===== config.mk =====
export PLATFORM = sky130hd
export DESIGN_NAME = bottomhalf_bus_master_flat
export DESIGN_NICKNAME = d
export VERILOG_FILES = /design/src/rtl/bottomhalf_bus_master_pkg.sv /design/src/rtl/bottomhalf_bus_master_if.sv /design/src/rtl/bottomhalf_bus_master_bus_phase_timer.sv /design/src/rtl/bottomhalf_bus_master.sv /design/src/flat_wrapper.sv
export SDC_FILE = /design/constraint.sdc
export NUM_CORES = 1
export LEC_CHECK = 0
export ABC_AREA = 0
export CORE_ASPECT_RATIO = 1.1
export CORE_UTILIZATION = 25
export DETAILED_ROUTE_END_ITERATION = 16
export GPL_TIMING_DRIVEN = 1
export SYNTH_ARGS = -nofsm -noshare
export SYNTH_HDL_FRONTEND = slang
export SYNTH_HIERARCHICAL = 1
export SYNTH_SLANG_ARGS = --single-unit
export TNS_END_PERCENT = 30

===== constraint.sdc =====
create_clock -name osc -period 3.15 [get_ports osc]
set_clock_uncertainty 0.05 [all_clocks]
set_input_delay 0.63 -clock osc [delete_from_list [all_inputs] [get_ports osc]]
set_output_delay 0.63 -clock osc [all_outputs]
set_load 0.03 [all_outputs]

===== src/rtl/bottomhalf_bus_master_pkg.sv =====
// Shared types and constants for the bottom-half bus master.
// Also carries register addresses of the bottom-half FPGA ID block.
package bottomhalf_bus_pkg;

  typedef enum logic [3:0] {
    IDLE,
    A_SETUP,
    A_STROBE,
    A_HOLD,
    W_SETUP,
    W_STROBE,
    W_HOLD,
    R_TURN,
    R_STROBE,
    R_RECOVER
  } state_e;

  localparam int unsigned ADDR_OK_BIT = 4;

  localparam logic [7:0] ID_MAJOR_LO_ADDR = 8'hFD;
  localparam logic [7:0] ID_MAJOR_HI_ADDR = 8'hFE;

endpackage


===== src/rtl/bottomhalf_bus_master_if.sv =====
// Request handshake plus multiplexed bottom-half bus.
// master = bus master block, slave = requester and bottom-half FPGA.
interface bottomhalf_bus_master_if;

  logic       req_valid;
  logic       req_ready;
  logic       req_write;
  logic [7:0] req_addr;
  logic [7:0] req_wdata;
  logic       done;
  logic [7:0] rdata;
  logic       bus_ale;
  logic       bus_write;
  logic       bus_read;
  logic [7:0] bus_dout;
  logic       bus_oe;
  logic [7:0] bus_din;

  modport master (
    input  req_valid,
    input  req_write,
    input  req_addr,
    input  req_wdata,
    input  bus_din,
    output req_ready,
    output done,
    output rdata,
    output bus_ale,
    output bus_write,
    output bus_read,
    output bus_dout,
    output bus_oe
  );

  modport slave (
    output req_valid,
    output req_write,
    output req_addr,
    output req_wdata,
    output bus_din,
    input  req_ready,
    input  done,
    input  rdata,
    input  bus_ale,
    input  bus_write,
    input  bus_read,
    input  bus_dout,
    input  bus_oe
  );

endinterface


===== src/rtl/bottomhalf_bus_master_bus_phase_timer.sv =====
// Loadable 8-bit down-counter timing every bus phase.
// Stops at zero; zero_o marks the last cycle of a phase.
module bus_phase_timer (
  input  logic       osc,
  input  logic       rst,
  input  logic       load_i,
  input  logic [7:0] load_val_i,
  output logic       zero_o
);

  logic [7:0] cnt_q;

  always_ff @(posedge osc) begin
    if (rst) begin
      cnt_q <= 8'd0;
    end else if (load_i) begin
      cnt_q <= load_val_i;
    end else if (cnt_q != 8'd0) begin
      cnt_q <= cnt_q - 8'd1;
    end
  end

  assign zero_o = (cnt_q == 8'd0);

endmodule


===== src/rtl/bottomhalf_bus_master.sv =====
// Strobed 8-bit bus master: address latch phase, then write or read.
// A one-entry address cache lets repeat accesses skip the ALE phase.
module bottomhalf_bus_master
  import bottomhalf_bus_pkg::*;
#(
  parameter int unsigned SETUP_CYCLES  = 2,
  parameter int unsigned STROBE_CYCLES = 4,
  parameter bit          ADDR_CACHE    = 1'b1
) (
  input  logic                    osc,
  input  logic                    rst,
  bottomhalf_bus_master_if.master bus
);

  localparam logic [7:0] S_LD = 8'(SETUP_CYCLES - 1);
  localparam logic [7:0] T_LD = 8'(STROBE_CYCLES - 1);

  state_e     state_q, state_d;
  logic       ld;
  logic [7:0] ld_val;
  logic       zero;

  logic       ready_q, done_q;
  logic       ale_q, wr_n_q, rd_n_q, oe_q;
  logic [7:0] dout_q, rdata_q;
  logic [7:0] addr_q, wdata_q;
  logic       wr_q;
  logic [7:0] cache_q;
  logic       cache_vld_q;

  logic accept;
  logic hit;

  assign accept = bus.req_valid && ready_q;
  assign hit    = ADDR_CACHE && cache_vld_q
               && (bus.req_addr == cache_q);

  bus_phase_timer u_timer (
    .osc        (osc),
    .rst        (rst),
    .load_i     (ld),
    .load_val_i (ld_val),
    .zero_o     (zero)
  );

  // Each phase loads its length minus one on entry.
  always_comb begin
    state_d = state_q;
    ld      = 1'b0;
    ld_val  = 8'd0;
    unique case (state_q)
      IDLE: if (accept) begin
        ld = 1'b1;
        if (!hit) begin
          state_d = A_SETUP;
          ld_val  = S_LD;
        end else if (bus.req_write) begin
          state_d = W_SETUP;
          ld_val  = S_LD;
        end else begin
          state_d = R_TURN;
        end
      end
      A_SETUP: if (zero) begin
        state_d = A_STROBE;
        ld      = 1'b1;
        ld_val  = T_LD;
      end
      A_STROBE: if (zero) begin
        state_d = A_HOLD;
        ld      = 1'b1;
      end
      A_HOLD: if (zero) begin
        ld = 1'b1;
        if (wr_q) begin
          state_d = W_SETUP;
          ld_val  = S_LD;
        end else begin
          state_d = R_TURN;
        end
      end
      W_SETUP: if (zero) begin
        state_d = W_STROBE;
        ld      = 1'b1;
        ld_val  = T_LD;
      end
      W_STROBE: if (zero) begin
        state_d = W_HOLD;
        ld      = 1'b1;
      end
      W_HOLD: if (zero) begin
        state_d = IDLE;
        ld      = 1'b1;
      end
      R_TURN: if (zero) begin
        state_d = R_STROBE;
        ld      = 1'b1;
        ld_val  = T_LD;
      end
      R_STROBE: if (zero) begin
        state_d = R_RECOVER;
        ld      = 1'b1;
      end
      R_RECOVER: if (zero) begin
        state_d = IDLE;
        ld      = 1'b1;
      end
      default: state_d = IDLE;
    endcase
  end

  always_ff @(posedge osc) begin
    if (rst) begin
      state_q     <= IDLE;
      ready_q     <= 1'b0;
      done_q      <= 1'b0;
      ale_q       <= 1'b0;
      wr_n_q      <= 1'b1;
      rd_n_q      <= 1'b1;
      oe_q        <= 1'b0;
      dout_q      <= 8'd0;
      rdata_q     <= 8'd0;
      addr_q      <= 8'd0;
      wdata_q     <= 8'd0;
      wr_q        <= 1'b0;
      cache_q     <= 8'd0;
      cache_vld_q <= 1'b0;
    end else begin
      state_q <= state_d;
      ready_q <= (state_d == IDLE);
      done_q  <= (state_d == IDLE)
              && (state_q == W_HOLD
               || state_q == R_RECOVER);
      ale_q   <= (state_d == A_STROBE);
      wr_n_q  <= (state_d != W_STROBE);
      rd_n_q  <= (state_d != R_STROBE);
      oe_q    <= state_d inside {
                   A_SETUP, A_STROBE, A_HOLD,
                   W_SETUP, W_STROBE, W_HOLD};
      if (state_q == IDLE && accept) begin
        addr_q  <= bus.req_addr;
        wr_q    <= bus.req_write;
        wdata_q <= bus.req_wdata;
        dout_q  <= (hit && bus.req_write)
                 ? bus.req_wdata : bus.req_addr;
      end
      if (state_q == A_HOLD && state_d != A_HOLD) begin
        cache_q     <= addr_q;
        cache_vld_q <= 1'b1;
        dout_q      <= wdata_q;
      end
      if (state_q == R_STROBE && state_d == R_RECOVER) begin
        rdata_q <= bus.bus_din;
      end
    end
  end

  assign bus.req_ready = ready_q;
  assign bus.done      = done_q;
  assign bus.rdata     = rdata_q;
  assign bus.bus_ale   = ale_q;
  assign bus.bus_write = wr_n_q;
  assign bus.bus_read  = rd_n_q;
  assign bus.bus_dout  = dout_q;
  assign bus.bus_oe    = oe_q;

endmodule


===== src/flat_wrapper.sv =====
// flat-port wrapper written by rule: the top's interface ports become plain ports
module bottomhalf_bus_master_flat import bottomhalf_bus_pkg::*;
#(
  parameter int unsigned SETUP_CYCLES  = 2,
  parameter int unsigned STROBE_CYCLES = 4,
  parameter bit          ADDR_CACHE    = 1'b1
)
  (osc, rst, bus_req_valid, bus_req_write, bus_req_addr, bus_req_wdata, bus_bus_din, bus_req_ready, bus_done, bus_rdata, bus_bus_ale, bus_bus_write, bus_bus_read, bus_bus_dout, bus_bus_oe);
  bottomhalf_bus_master_if bus_i ();
  input  logic osc;
  input  logic rst;
  input wire logic [$bits(bus_i.req_valid)-1:0] bus_req_valid;
  input wire logic [$bits(bus_i.req_write)-1:0] bus_req_write;
  input wire logic [$bits(bus_i.req_addr)-1:0] bus_req_addr;
  input wire logic [$bits(bus_i.req_wdata)-1:0] bus_req_wdata;
  input wire logic [$bits(bus_i.bus_din)-1:0] bus_bus_din;
  output wire logic [$bits(bus_i.req_ready)-1:0] bus_req_ready;
  output wire logic [$bits(bus_i.done)-1:0] bus_done;
  output wire logic [$bits(bus_i.rdata)-1:0] bus_rdata;
  output wire logic [$bits(bus_i.bus_ale)-1:0] bus_bus_ale;
  output wire logic [$bits(bus_i.bus_write)-1:0] bus_bus_write;
  output wire logic [$bits(bus_i.bus_read)-1:0] bus_bus_read;
  output wire logic [$bits(bus_i.bus_dout)-1:0] bus_bus_dout;
  output wire logic [$bits(bus_i.bus_oe)-1:0] bus_bus_oe;
  assign bus_i.req_valid = bus_req_valid;
  assign bus_i.req_write = bus_req_write;
  assign bus_i.req_addr = bus_req_addr;
  assign bus_i.req_wdata = bus_req_wdata;
  assign bus_i.bus_din = bus_bus_din;
  assign bus_req_ready = bus_i.req_ready;
  assign bus_done = bus_i.done;
  assign bus_rdata = bus_i.rdata;
  assign bus_bus_ale = bus_i.bus_ale;
  assign bus_bus_write = bus_i.bus_write;
  assign bus_bus_read = bus_i.bus_read;
  assign bus_bus_dout = bus_i.bus_dout;
  assign bus_bus_oe = bus_i.bus_oe;
  bottomhalf_bus_master #(.SETUP_CYCLES(SETUP_CYCLES), .STROBE_CYCLES(STROBE_CYCLES), .ADDR_CACHE(ADDR_CACHE)) u_core (.osc(osc), .rst(rst), .bus(bus_i));
endmodule

==> key figures, run 1 <==
Power and ir drop
  – Power per unit of standard cell area: 722 mW/mm2
  – Worst-case vdd ir drop: 0.000309 V
  – Power consumption: ~0.0027 W
  – Total leakage power: 1.38 nW

Routing
  – Vias per std cell: 4.59
  – Number of iterations in the first detailed-routing pass: 4
  – Number of DRC violations after detailed routing: 0
  – Post-route ant nets: 0
  – Final Routed Wirelength: 6960 um
  – Average wire length per cell after detail routing: 12.9 um
  – DR iter-0 viols: 135
  – Total number of vias: 2467

STA
  – Max-slew headroom at the worst pin: 0.522
  – Final setup violation count: 0
  – Fmax: 384 MHz
  – Number of pins exceeding their max-slew limit in the final report: 0
  – Final count of hold timing violations: 0
  – Worst Max-Slew Pin Slew: 0.718 ns
  – Period utilisation layout: 0.828
  – Setup repair after global routing missed its margin: false
  – Total Neg Setup Slack: 0 ns
  – Final min period: around 2.6 ns

Die
  – Std-Cell Core Area: ~0.011 mm2
  – Initial Util: 0.256
  – Die span in y: 113 um
  – Floorplan die area: 0.0115 mm2
  – Overall die width: slightly above 100 um
  – Total number of placement rows: 40
  – Number of ports placed on the die boundary: 50

Synth
  – Number of warning messages in the yosys log: 6
  – Netlist area before placement: 0.00278 mm2
  – Fraction of the yosys area taken by sequential cells: 0.432
  – Number of distinct library cell variants in the gate-level netlist after synthesis: 55
  – Most area-consuming cells after synthesis: sky130_fd_sc_hd__dfxtp_1, sky130_fd_sc_hd__nand2_1, sky130_fd_sc_hd__a21oi_1
  – Cell with the most instances after synthesis: sky130_fd_sc_hd__nand2_1
  – Synth async-reset ratio: 0
  – Most used flip-flop cell after synthesis: sky130_fd_sc_hd__dfxtp_1
  – Number of enable-type register cells in the synthesized netlist: 0
  – Total of flip-flops plus latches after synthesis: 60
  – Per-instance average area after synthesis: 8.27 um2
  – Cell types with the highest counts after synthesis: sky130_fd_sc_hd__nand2_1, sky130_fd_sc_hd__dfxtp_1, sky130_fd_sc_hd__a21oi_1, sky130_fd_sc_hd__nor2_1, sky130_fd_sc_hd__o21ai_0
  – Gate count after technology mapping: 336
  – Fraction of synthesized cell area taken by the top area cell type: 0.432
  – Cell type with the highest aggregate area in the netlist: sky130_fd_sc_hd__dfxtp_1

Worst setup path
  – Source of the worst register-to-register timing path: u_core/u_timer/cnt_q[3]$_SDFFE_PP0P_
  – Classification of the worst setup path: flop to flop
  – Worst Setup End Kind: flop
  – Signal arrival time at the worst endpoint: about 2.8 ns
  – Nature of the critical path startpoint: flop
  – CP max-delay cell: sky130_fd_sc_hd__or4_1
  – Critical path fanouts, max: 6
  – Register-to-register setup slack: 0.54 ns
  – Max incr delay on CP: between 0.5 and 0.6 ns
  – Ordered cell list for the critical path: nor4_4, and4bb_1, and2_1, a21oi_1, and4_1, or4_1, and4b_1
  – Endpoint required time on the critical path: 3.31 ns
  – FF-to-FF path depth: 7
  – RR Endpoint: u_core/bus.bus_oe$_SDFF_PP0_

GRT
  – Via count of the first global-routing pass: 2406
  – First-pass GRT wire length: 11600 um
  – Maximum number of pins on one net before global-route repair: around 40
  – Initial antenna violation count: 0
  – Most heavily used metal layer in global routing: met2
  – Global routing usage on met2: 0.211
  – GRT Resource Usage Total: 0.130
  – Overflow left after global routing: 0
  – Met1 Use GR: 0.161
  – Met3 track utilization from global routing: 0.0286

Placed design
  – HPWL after DPL: ~5000 um
  – Port-buffer cells: a little under 50
  – RD Place Congestion: 0.807

CTS
  – CTS root buffer: sky130_fd_sc_hd__clkbuf_16
  – Htree depth: 3
  – Max clock buf depth: 2
  – Total CTS buffers: 9
  – Clock transition at the registers of the reported paths: 0.05 ns
  – Buffers inserted during post-CTS setup optimization: 0
  – Clock tree from TritonCTS: yes
  – Cts hold-fix bufs: 0
  – Cts repair resizes: 0
  – Insertion delay to the later sink of the worst-skew pair: between 0.3 and 0.4 ns
  – Clock sink count: 60

Cells and area
  – Multi-input gate area in the final layout: 0.00146 mm2
  – Count of antenna diodes in the layout: 0
  – # fillers: 1133
  – FF/Latch Area: 0.00120 mm2
  – Share of final-layout standard cells stronger than drive strength 1: 0.0946
  – Area growth from synthesis to final layout: 35.5%
  – Number of nets in the finished design: between 400 and 500

Job
  – MaxCap Viol Count: 0

Status
  – Status: completed

Worst hold path
  – Min-Delay Path Depth: 2
  – Class of the worst hold path: flop to flop
  – Start point of the worst hold path: u_core/addr_q[7]$_SDFFE_PP0P_
  – Worst min-delay path endpoint: u_core/cache_q[7]$_SDFFE_PP0P_
## cells by family (layout without fill, tap and decap cells)
group	after synthesis	after routing	synth area share
xor gates and xnor gates	9	9	0.0284
DFF	60	60	0.432
adders and majority gates	1	1	0.00450
other	1	6	0.00135
AOI/OAI and AO/OA	87	87	0.195
muxes	9	9	0.0324
and+or+nand+nor	140	140	0.258
buffers and inverters	29	79	0.0491
## where the power goes
group          total (W)  internal (W)  switching (W)
registers       0.000934      0.000853      0.0000815
logic           0.000647      0.000300       0.000347
clock network    0.00114      0.000814       0.000324
total            0.00272       0.00197       0.000753
## state kept, by name, summed over array words and instances (netlist names)
signal,flops
u_core/bus.req_ready,1
u_core/bus.bus_dout,8
u_core/bus.rdata,8
u_core/cache_vld_q,1
u_core/bus.bus_oe,1
u_core/bus.done,1
u_core/cache_q,8
u_core/bus.bus_read,1
u_core/wdata_q,8
u_core/u_timer/cnt_q,8
u_core/bus.bus_write,1
u_core/state_q,4
u_core/addr_q,8
u_core/wr_q,1
u_core/bus.bus_ale,1
## cell usage in the layout, fill, tap and decap left out, types with 3 or more instances in the layout
| master | count |
|---|---|
| sky130_fd_sc_hd__nor2_1 | 25 |
| sky130_fd_sc_hd__bufinv_16 | 3 |
| sky130_fd_sc_hd__clkdlybuf4s50_1 | 48 |
| sky130_fd_sc_hd__a21boi_0 | 7 |
| sky130_fd_sc_hd__a21oi_1 | 32 |
| sky130_fd_sc_hd__nor2b_1 | 4 |
| sky130_fd_sc_hd__mux2i_1 | 9 |
| sky130_fd_sc_hd__o32ai_1 | 4 |
| sky130_fd_sc_hd__nor3_1 | 7 |
| sky130_fd_sc_hd__o21ai_0 | 22 |
| sky130_fd_sc_hd__inv_1 | 5 |
| sky130_fd_sc_hd__xnor2_1 | 5 |
| sky130_fd_sc_hd__a211oi_1 | 9 |
| sky130_fd_sc_hd__dfxtp_1 | 60 |
| sky130_fd_sc_hd__nand3_1 | 4 |
| sky130_fd_sc_hd__nand2b_1 | 3 |
| sky130_fd_sc_hd__nand3b_1 | 10 |
| sky130_fd_sc_hd__xor2_1 | 4 |
| sky130_fd_sc_hd__conb_1 | 6 |
| sky130_fd_sc_hd__nand2_1 | 65 |
| sky130_fd_sc_hd__buf_4 | 8 |
| sky130_fd_sc_hd__clkbuf_16 | 9 |
## area by class of cell
cell class	instances	share of cell area
clock inverters	4	0.0253
clock buffers	12	0.0681
repair buffers	57	0.145
flip-flops and latches	60	0.319
well taps	147	0.0489
inverters	6	0.00598
multi-input cells	252	0.388
## worst max path at each step
stage / startpoint / to / cells past startpoint
after global routing: u_core/u_timer/cnt_q[3]$_SDFFE_PP0P_ / u_core/bus.bus_oe$_SDFF_PP0_ / 7
after floorplan: u_core/u_timer/cnt_q[3]$_SDFFE_PP0P_ / u_core/bus.bus_oe$_SDFF_PP0_ / 8
after CTS: u_core/u_timer/cnt_q[3]$_SDFFE_PP0P_ / u_core/bus.bus_oe$_SDFF_PP0_ / 7
after detailed placement: bus_req_addr[4] / u_core/bus.bus_oe$_SDFF_PP0_ / 7
after global placement: bus_req_addr[4] / u_core/bus.bus_oe$_SDFF_PP0_ / 7
final: u_core/u_timer/cnt_q[3]$_SDFFE_PP0P_ / u_core/bus.bus_oe$_SDFF_PP0_ / 7
## stage by stage
step | cell area (um2) | setup slack, ns | instances | utilization | hold slack, ns
2_1_floorplan | 2800 | 0.804 | 341 | - | 0.382
3_3_place_gp | 3410 | 0.441 | 522 | 0.314 | 0.386
3_5_place_dp | 3410 | 0.387 | 522 | 0.314 | 0.395
4_1_cts | 3760 | 0.558 | 538 | 0.347 | 0.402
5_1_grt | 3760 | 0.430 | 538 | 0.347 | 0.420
6_report | 3760 | 0.543 | 538 | 0.347 | 0.401
## critical path, delay by kind of cell (launching register included)
| kind | cells | cell delay, ns |
|---|---|---|
| compound gates | 1 | 0.07 |
| flops | 1 | 0.37 |
| simple gates | 6 | 2.01 |
## metal layers
layer / up-vias / wire length (um)
li1: 1268 / -
met1: 1144 / 3220
met2: 46 / 3410
met3: 9 / 214
met4: 0 / 125
met5: - / 0
(Power assumes the default switching activity.)
==> inputs of run 2 (changes only) <==
==> constraint.sdc (replaced) <==
create_clock -name osc -period 2.47 [get_ports osc]
set_clock_uncertainty 0.05 [all_clocks]
set_input_delay 0.494 -clock osc [delete_from_list [all_inputs] [get_ports osc]]
set_output_delay 0.494 -clock osc [all_outputs]
set_load 0.03 [all_outputs]
==> run 2 against run 1 <==
Via count up 5.4%. Clock power up 19%. Non-clock buffer count up 22. Final cell count up 3.9%. Sequential share of layout area down 1.2 points. Critical path depth unchanged. Critical endpoint unchanged. Largest cell class unchanged.
==> key figures, run 2 (synthesis gave the netlist of run 1 again) <==
STA
  – Final count of hold timing violations: 0 (unchanged)
  – Final setup violation count: 0 (unchanged)
  – Final min period: 2.36 ns (-0.249 ns)
  – Max-slew headroom at the worst pin: 0.650 (+0.129)
  – Number of pins exceeding their max-slew limit in the final report: 0 (unchanged)
  – Post-route worst hold slack: 0.402 ns (+0.00113 ns)
  – Setup repair after global routing missed its margin: false
  – Fmax: 424 MHz (+11%)
  – Worst Max-Slew Pin Slew: 0.525 ns (-0.193 ns)
  – Period utilisation layout: 0.955 (+0.127)
  – PnR worst setup slack: 0.112 ns (-0.431 ns)

Worst setup path
  – Max incr delay on CP: 0.51 ns (-0.03 ns)
  – FF-to-FF path depth: 7 (unchanged)
  – Signal arrival time at the worst endpoint: 2.52 ns (-0.25 ns)
  – Endpoint required time on the critical path: 2.64 ns (-0.67 ns)
  – Nature of the critical path startpoint: flop
  – Ordered cell list for the critical path: nor4_4, and4bb_2, and2_4, a21oi_1, and4_1, or4_1, and4b_1
  – CP delay by family, top: simple AND/OR/NAND/NOR gates
  – Critical path fanouts, max: 6 (unchanged)
  – Worst path depth: 7 (unchanged)
  – Classification of the worst setup path: flop to flop
  – Worst Setup End Kind: flop
  – CP max-delay cell: sky130_fd_sc_hd__or4_1
  – Buffers & Inverters on Critical Path: 0 (unchanged)

Cells and area
  – Top library cells by usage in the layout, fill and taps aside: sky130_fd_sc_hd__nand2_1, sky130_fd_sc_hd__dfxtp_1, sky130_fd_sc_hd__clkdlybuf4s50_1
  – Post-layout instance area: 0.00392 mm2 (+4.1%)
  – Most common library cell in the layout ignoring fill and taps: sky130_fd_sc_hd__nand2_1
  – Number of nets in the finished design: 437 (+5.3%)
  – # fillers: 1137 (+0.35%)
  – Core occupancy in the finished layout: 0.361 (+0.0143)
  – Area growth from synthesis to final layout: 41.1%
  – Count of antenna diodes in the layout: 0 (unchanged)
  – Non-filler instance count after layout: 559 (+3.9%)
  – Share of final-layout standard cells stronger than drive strength 1: 0.160 (+0.0656)

Placed design
  – RD Place Congestion: 0.811 (+0.42%)
  – Port-buffer cells: 49 (unchanged)
  – HPWL after DPL: 5240 um (+6.9%)
  – Total cell area at the placement stage: 0.00358 mm2 (+4.8%)
  – Count of placed standard cells including taps: 544 (+4.2%)
  – Worst slack at placement: -0.0448 ns (-0.432 ns)

CTS
  – CTS root buffer: sky130_fd_sc_hd__clkbuf_16
  – Insertion delay to the later sink of the worst-skew pair: 0.33 ns (about the same)
  – Clock transition at the registers of the reported paths: 0.05 ns (about the same)
  – Max clock buf depth: 2 (unchanged)
  – Clock tree from TritonCTS: yes
  – Clock sink count: 60 (unchanged)
  – Htree depth: 3 (unchanged)
  – Total CTS buffers: 9 (unchanged)

GRT
  – Via count of the first global-routing pass: 2504 (+4.1%)
  – GRT Resource Usage Total: 0.133 (+0.00322)
  – First-pass GRT wire length: 11800 um (+2.4%)
  – Maximum number of pins on one net before global-route repair: 28 (-32%)
  – Overflow left after global routing: 0 (unchanged)
  – Initial antenna violation count: 0 (unchanged)

Job
  – MaxCap Viol Count: 0 (unchanged)

Die
  – Initial Util: 0.256 (unchanged)
  – Die span in y: 113 um (unchanged)
  – Number of ports placed on the die boundary: 50 (unchanged)
  – Floorplan die area: 0.0115 mm2 (unchanged)
  – Overall die width: 103 um (unchanged)
  – Std-Cell Core Area: 0.0109 mm2 (unchanged)
  – Total number of placement rows: 40 (unchanged)

Routing
  – Post-route ant nets: 0 (unchanged)
  – Number of iterations in the first detailed-routing pass: 4 (unchanged)
  – DR iter-0 viols: 96 (-29%)
  – Vias per std cell: 4.65 (+1.4%)
  – Final Routed Wirelength: 7290 um (+4.6%)
  – Total number of vias: 2600 (+5.4%)
  – Number of DRC violations after detailed routing: 0 (unchanged)
  – Average wire length per cell after detail routing: 13.0 um (+0.71%)

Worst hold path
  – Min-Delay Path Depth: 2 (unchanged)
  – Class of the worst hold path: flop to flop

Status
  – Status: completed

Power and ir drop
  – Power per unit of standard cell area: 887 mW/mm2 (+23%)
  – Worst-case vdd ir drop: 0.000356 V (+15%)
  – Total leakage power: 1.47 nW (+7.0%)
==> run 2: cell types whose count changed in the layout (fill, tap and decap cells not counted), sizes merged <==
cell	previous run	this run
buf	9	31
bufinv	3	2
clkbuf	12	11
clkinvlp	0	1
==> run 2: where the power goes <==
| group | internal [W] | switching, W | leakage, nW |
|---|---|---|---|
| sequential | 0.00109 | 0.0000973 | 0.489 |
| clock | 0.000930 | 0.000435 | 0.158 |
| combinational | 0.000450 | 0.000475 | 0.827 |
==> run 2: path summary, 6_finish.rpt <==
check | from | to | slack [ns]
worst max-delay path | u_core/u_timer/cnt_q[3]$_SDFFE_PP0P_ | u_core/bus.bus_oe$_SDFF_PP0_ | 0.11
worst min-delay path | u_core/addr_q[7]$_SDFFE_PP0P_ | u_core/cache_q[7]$_SDFFE_PP0P_ | 0.40
worst max register to register | u_core/u_timer/cnt_q[3]$_SDFFE_PP0P_ | u_core/bus.bus_oe$_SDFF_PP0_ | 0.11
worst min register to register | u_core/addr_q[7]$_SDFFE_PP0P_ | u_core/cache_q[7]$_SDFFE_PP0P_ | 0.40
==> run 2: stage by stage <==
step                power (W)  TNS [ns]
floorplan             0.00179         0
global placement      0.00209         0
detailed placement    0.00212   -0.0448
CTS                   0.00349         0
global route          0.00366         0
finish                0.00348         0
==> run 2: timing repair <==
item | 4_1_cts | 5_1_grt
endpoints found under the setup margin | 0 | 2
gates resized for setup | 0 | 7
hold buffers | 0 | 0
setup buffers | 0 | 0
==> run 2: per-layer routing <==
metal | GRT usage | vias to the layer above | part of all wire
met3 | 0.0336 | 11 | 0.033
met5 | 0 | - | 0
li1 | - | 1313 | -
met1 | 0.162 | 1233 | 0.47
met2 | 0.224 | 43 | 0.49
met4 | 0.0486 | 0 | 0.015
==> run 2: worst reg2reg max path: stages, from the launching register on <==
cell	delay, ns
sky130_fd_sc_hd__dfxtp_1	0.33
sky130_fd_sc_hd__nor4_4	0.30
sky130_fd_sc_hd__and4bb_2	0.37
sky130_fd_sc_hd__and2_4	0.18
sky130_fd_sc_hd__a21oi_1	0.06
sky130_fd_sc_hd__and4_1	0.24
sky130_fd_sc_hd__or4_1	0.51
sky130_fd_sc_hd__and4b_1	0.21
==> run 2: final cells by class <==
| cell class | instances | area [um2] | area share |
|---|---|---|---|
| inverter | 6 | 22.5 | 0.00575 |
| sequential | 60 | 1200 | 0.307 |
| multi-input combinational | 252 | 1470 | 0.376 |
| timing repair buffer | 79 | 711 | 0.181 |
| clock buffer | 11 | 253 | 0.0645 |
| clock inverter | 4 | 72.6 | 0.0185 |
| tap | 147 | 184 | 0.0469 |
==> inputs of run 3 (changes only) <==
--- a/config.mk
+++ b/config.mk
@@ -10,8 +10,8 @@
 export CORE_UTILIZATION = 25
 export DETAILED_ROUTE_END_ITERATION = 16
 export GPL_TIMING_DRIVEN = 1
+export SETUP_SLACK_MARGIN = 0.05
 export SYNTH_ARGS = -nofsm -noshare
 export SYNTH_HDL_FRONTEND = slang
-export SYNTH_HIERARCHICAL = 1
 export SYNTH_SLANG_ARGS = --single-unit
 export TNS_END_PERCENT = 30
==> run 3 against run 2 <==
Non-clock buffer count decreased by 9. Sequential power increased by 3%. First-iteration DRC count decreased by 9.4%. Routed wire length decreased by 7.1%. Flip-flop and latch count unchanged. Highest routed layer unchanged.
==> key figures, run 3 <==
Synth
  – Number of distinct library cell variants in the gate-level netlist after synthesis: 43 (-22%)
  – Fraction of synthesized cell area taken by the top area cell type: 0.442 (+0.00995)
  – Most used flip-flop cell after synthesis: sky130_fd_sc_hd__dfxtp_1
  – Cell with the most instances after synthesis: sky130_fd_sc_hd__nand2_1
  – Netlist area before placement: 0.00272 mm2 (-2.3%)
  – Total nets after synthesis: about 350
  – Cell types with the highest counts after synthesis: sky130_fd_sc_hd__nand2_1, sky130_fd_sc_hd__dfxtp_1, sky130_fd_sc_hd__a21oi_1, sky130_fd_sc_hd__nor2_1, sky130_fd_sc_hd__mux2i_1
  – Total of flip-flops plus latches after synthesis: 60 (unchanged)
  – Fraction of the yosys area taken by sequential cells: 0.442 (+0.00995)
  – Per-instance average area after synthesis: 8.41 um2 (+1.7%)
  – Synth async-reset ratio: 0 (unchanged)
  – Number of warning messages in the yosys log: 0 (-6)
  – Cell type with the highest aggregate area in the netlist: sky130_fd_sc_hd__dfxtp_1
  – Gate count after technology mapping: 323 (-3.9%)
  – Number of enable-type register cells in the synthesized netlist: 0 (unchanged)
  – Most area-consuming cells after synthesis: sky130_fd_sc_hd__dfxtp_1, sky130_fd_sc_hd__nand2_1, sky130_fd_sc_hd__mux2i_1

CTS
  – CTS root buffer: sky130_fd_sc_hd__clkbuf_16
  – Clock tree from TritonCTS: yes
  – Htree depth: 3 (unchanged)
  – Cts hold-fix bufs: 0 (unchanged)
  – Max clock buf depth: 2 (unchanged)
  – Total CTS buffers: 9 (unchanged)
  – Clock sink count: 60 (unchanged)
  – Buffers inserted during post-CTS setup optimization: 0 (unchanged)
  – Insertion delay to the later sink of the worst-skew pair: 0.32 ns (about the same)
  – Clock transition at the registers of the reported paths: 0.05 ns (about the same)

Cells and area
  – Post-layout instance area: 0.00377 mm2 (-3.8%)
  – Share of final-layout standard cells stronger than drive strength 1: 0.119 (-0.0416)
  – Top library cells by usage in the layout, fill and taps aside: sky130_fd_sc_hd__nand2_1, sky130_fd_sc_hd__dfxtp_1, sky130_fd_sc_hd__clkdlybuf4s50_1
  – Most common library cell in the layout ignoring fill and taps: sky130_fd_sc_hd__nand2_1
  – Core occupancy in the finished layout: 0.359 (-0.00161)
  – Number of nets in the finished design: 412 (-5.7%)
  – Non-filler instance count after layout: 531 (-5.0%)
  – Count of antenna diodes in the layout: 0 (unchanged)
  – Area growth from synthesis to final layout: 38.8%

GRT
  – Maximum number of pins on one net before global-route repair: 39 (+39%)
  – Initial antenna violation count: 0 (unchanged)
  – Via count of the first global-routing pass: 2350 (-6.2%)
  – First-pass GRT wire length: 11300 um (-4.7%)
  – GRT Resource Usage Total: 0.129 (-0.00476)
  – Overflow left after global routing: 0 (unchanged)

Placed design
  – RD Place Congestion: 0.797 (-1.7%)
  – Worst slack at placement: -0.117 ns (-0.0721 ns)
  – Count of placed standard cells including taps: 515 (-5.3%)
  – Total cell area at the placement stage: 0.00345 mm2 (-3.7%)
  – Port-buffer cells: 49 (unchanged)
  – HPWL after DPL: 4680 um (-11%)

Worst setup path
  – CP max-delay cell: sky130_fd_sc_hd__clkdlybuf4s50_1
  – Max incr delay on CP: 0.52 ns (about the same)
  – Classification of the worst setup path: input port to flop
  – Buffers & Inverters on Critical Path: 2 (+2)
  – Nature of the critical path startpoint: input port
  – CP delay by family, top: buffers and inverters
  – Ordered cell list for the critical path: clkdlybuf4s50_1, xnor2_1, o2111ai_1, nor4_2, buf_4, mux2i_1, a211o_1, nand2_1
  – Endpoint required time on the critical path: 2.63 ns (about the same)
  – Worst Setup End Kind: flop
  – Signal arrival time at the worst endpoint: 2.39 ns (-0.13 ns)
  – Critical path fanouts, max: 6 (unchanged)

STA
  – Setup repair after global routing missed its margin: true
  – Period utilisation layout: 0.902 (-0.0523)
  – Total Neg Setup Slack: 0 ns (unchanged)
  – Final setup violation count: 0 (unchanged)
  – Number of pins exceeding their max-slew limit in the final report: 0 (unchanged)
  – Worst Max-Slew Pin Slew: 0.510 ns (-0.0148 ns)
  – Final min period: 2.23 ns (-0.129 ns)
  – Final count of hold timing violations: 0 (unchanged)
  – Max-slew headroom at the worst pin: 0.658 (+0.00831)
  – Fmax: 449 MHz (+5.8%)
  – PnR worst setup slack: 0.241 ns (+0.129 ns)

Power and ir drop
  – Power per unit of standard cell area: 1030 mW/mm2 (+16%)
  – Worst-case vdd ir drop: 0.000400 V (+12%)
  – Total leakage power: 1.43 nW (-3.1%)

Routing
  – Number of DRC violations after detailed routing: 0 (unchanged)
  – Average wire length per cell after detail routing: 12.8 um (-2.2%)
  – Total number of vias: 2418 (-7.0%)
  – Vias per std cell: 4.55 (-2.1%)
  – DR iter-0 viols: 87 (-9.4%)
  – Number of iterations in the first detailed-routing pass: 4 (unchanged)
  – Post-route ant nets: 0 (unchanged)
  – Final Routed Wirelength: 6770 um (-7.1%)

Job
  – MaxCap Viol Count: 0 (unchanged)

Die
  – Number of ports placed on the die boundary: 50 (unchanged)
  – Initial Util: 0.259 (+0.00304)
  – Std-Cell Core Area: 0.0105 mm2 (-3.4%)
  – Overall die width: 101 um (-1.1%)
  – Total number of placement rows: 39 (-2.5%)
  – Die span in y: 111 um (-1.1%)
  – Floorplan die area: 0.0113 mm2 (-2.2%)

Status
  – Status: completed

Worst hold path
  – Class of the worst hold path: flop to flop
-- run 3: tightest hold or removal path, cell delays in order, from the launching register on --
cell and delay, ns:
sky130_fd_sc_hd__dfxtp_1 0.30, sky130_fd_sc_hd__nand2_1 0.05, sky130_fd_sc_hd__a21oi_1 0.05
-- run 3: path summary, 6_finish.rpt --
| check | end | slack, ns | startpoint | cells past startpoint |
|---|---|---|---|---|
| worst max-delay path | u_core.bus.bus_dout[4]$_SDFFE_PP0P_ | 0.24 | bus_req_addr[2] | 8 |
| worst min-delay path | u_core.cache_q[0]$_SDFFE_PP0P_ | 0.40 | u_core.addr_q[0]$_SDFFE_PP0P_ | 2 |
| worst max register to register | u_core.u_timer.cnt_q[1]$_SDFFE_PP0P_ | 0.28 | u_core.state_q[3]$_SDFF_PP0_ | 6 |
| worst min register to register | u_core.cache_q[0]$_SDFFE_PP0P_ | 0.40 | u_core.addr_q[0]$_SDFFE_PP0P_ | 2 |
-- run 3: cells by family (layout without fill, tap and decap cells) --
family                     count (synthesis)  in the layout  share of synthesized area
DFF                                       60             60                      0.442
and+or+nand+nor                          138            138                      0.240
buffers and inverters                     28             93                     0.0461
xor gates and xnor gates                  14             14                     0.0451
AOI/OAI and AO/OA                         64             64                      0.155
muxes                                     18             18                     0.0668
adders and majority gates                  1              1                    0.00461
-- run 3: final cells by class --
cell class                      count  area (um2)
Clock buffer                       11         243
Multi-Input combinational cell    235        1400
Fill cell                        1064        6720
Timing Repair Buffer               70         643
Inverter                            7        26.3
Tap cell                          143         179
Clock inverter                      5        75.1
Sequential cell                    60        1200
-- run 3: repair_timing --
item,CTS,global route
resized for setup,0,1
endpoints found under the hold margin,0,0
endpoints found under the setup margin,0,2
-- run 3: per-layer routing --
layer	up-vias	wire, um	track usage
met5	-	0	0
met4	0	33	0.0348
met3	4	260	0.0422
met2	60	3300	0.212
met1	1128	3180	0.159
li1	1226	-	-
-- run 3: report_power, final --
group / internal, W / total, W / switching (W)
sequential: 0.00112 / 0.00123 / 0.000108
clock: 0.000904 / 0.00133 / 0.000422
combinational: 0.000594 / 0.00133 / 0.000732
-- run 3: stage by stage --
| stage | hold WS (ns) | power (W) |
|---|---|---|
| floorplan | 0.382 | 0.00220 |
| global placement | 0.386 | 0.00256 |
| detailed placement | 0.397 | 0.00257 |
| CTS | 0.404 | 0.00392 |
| global route | 0.421 | 0.00414 |
| finish | 0.400 | 0.00388 |
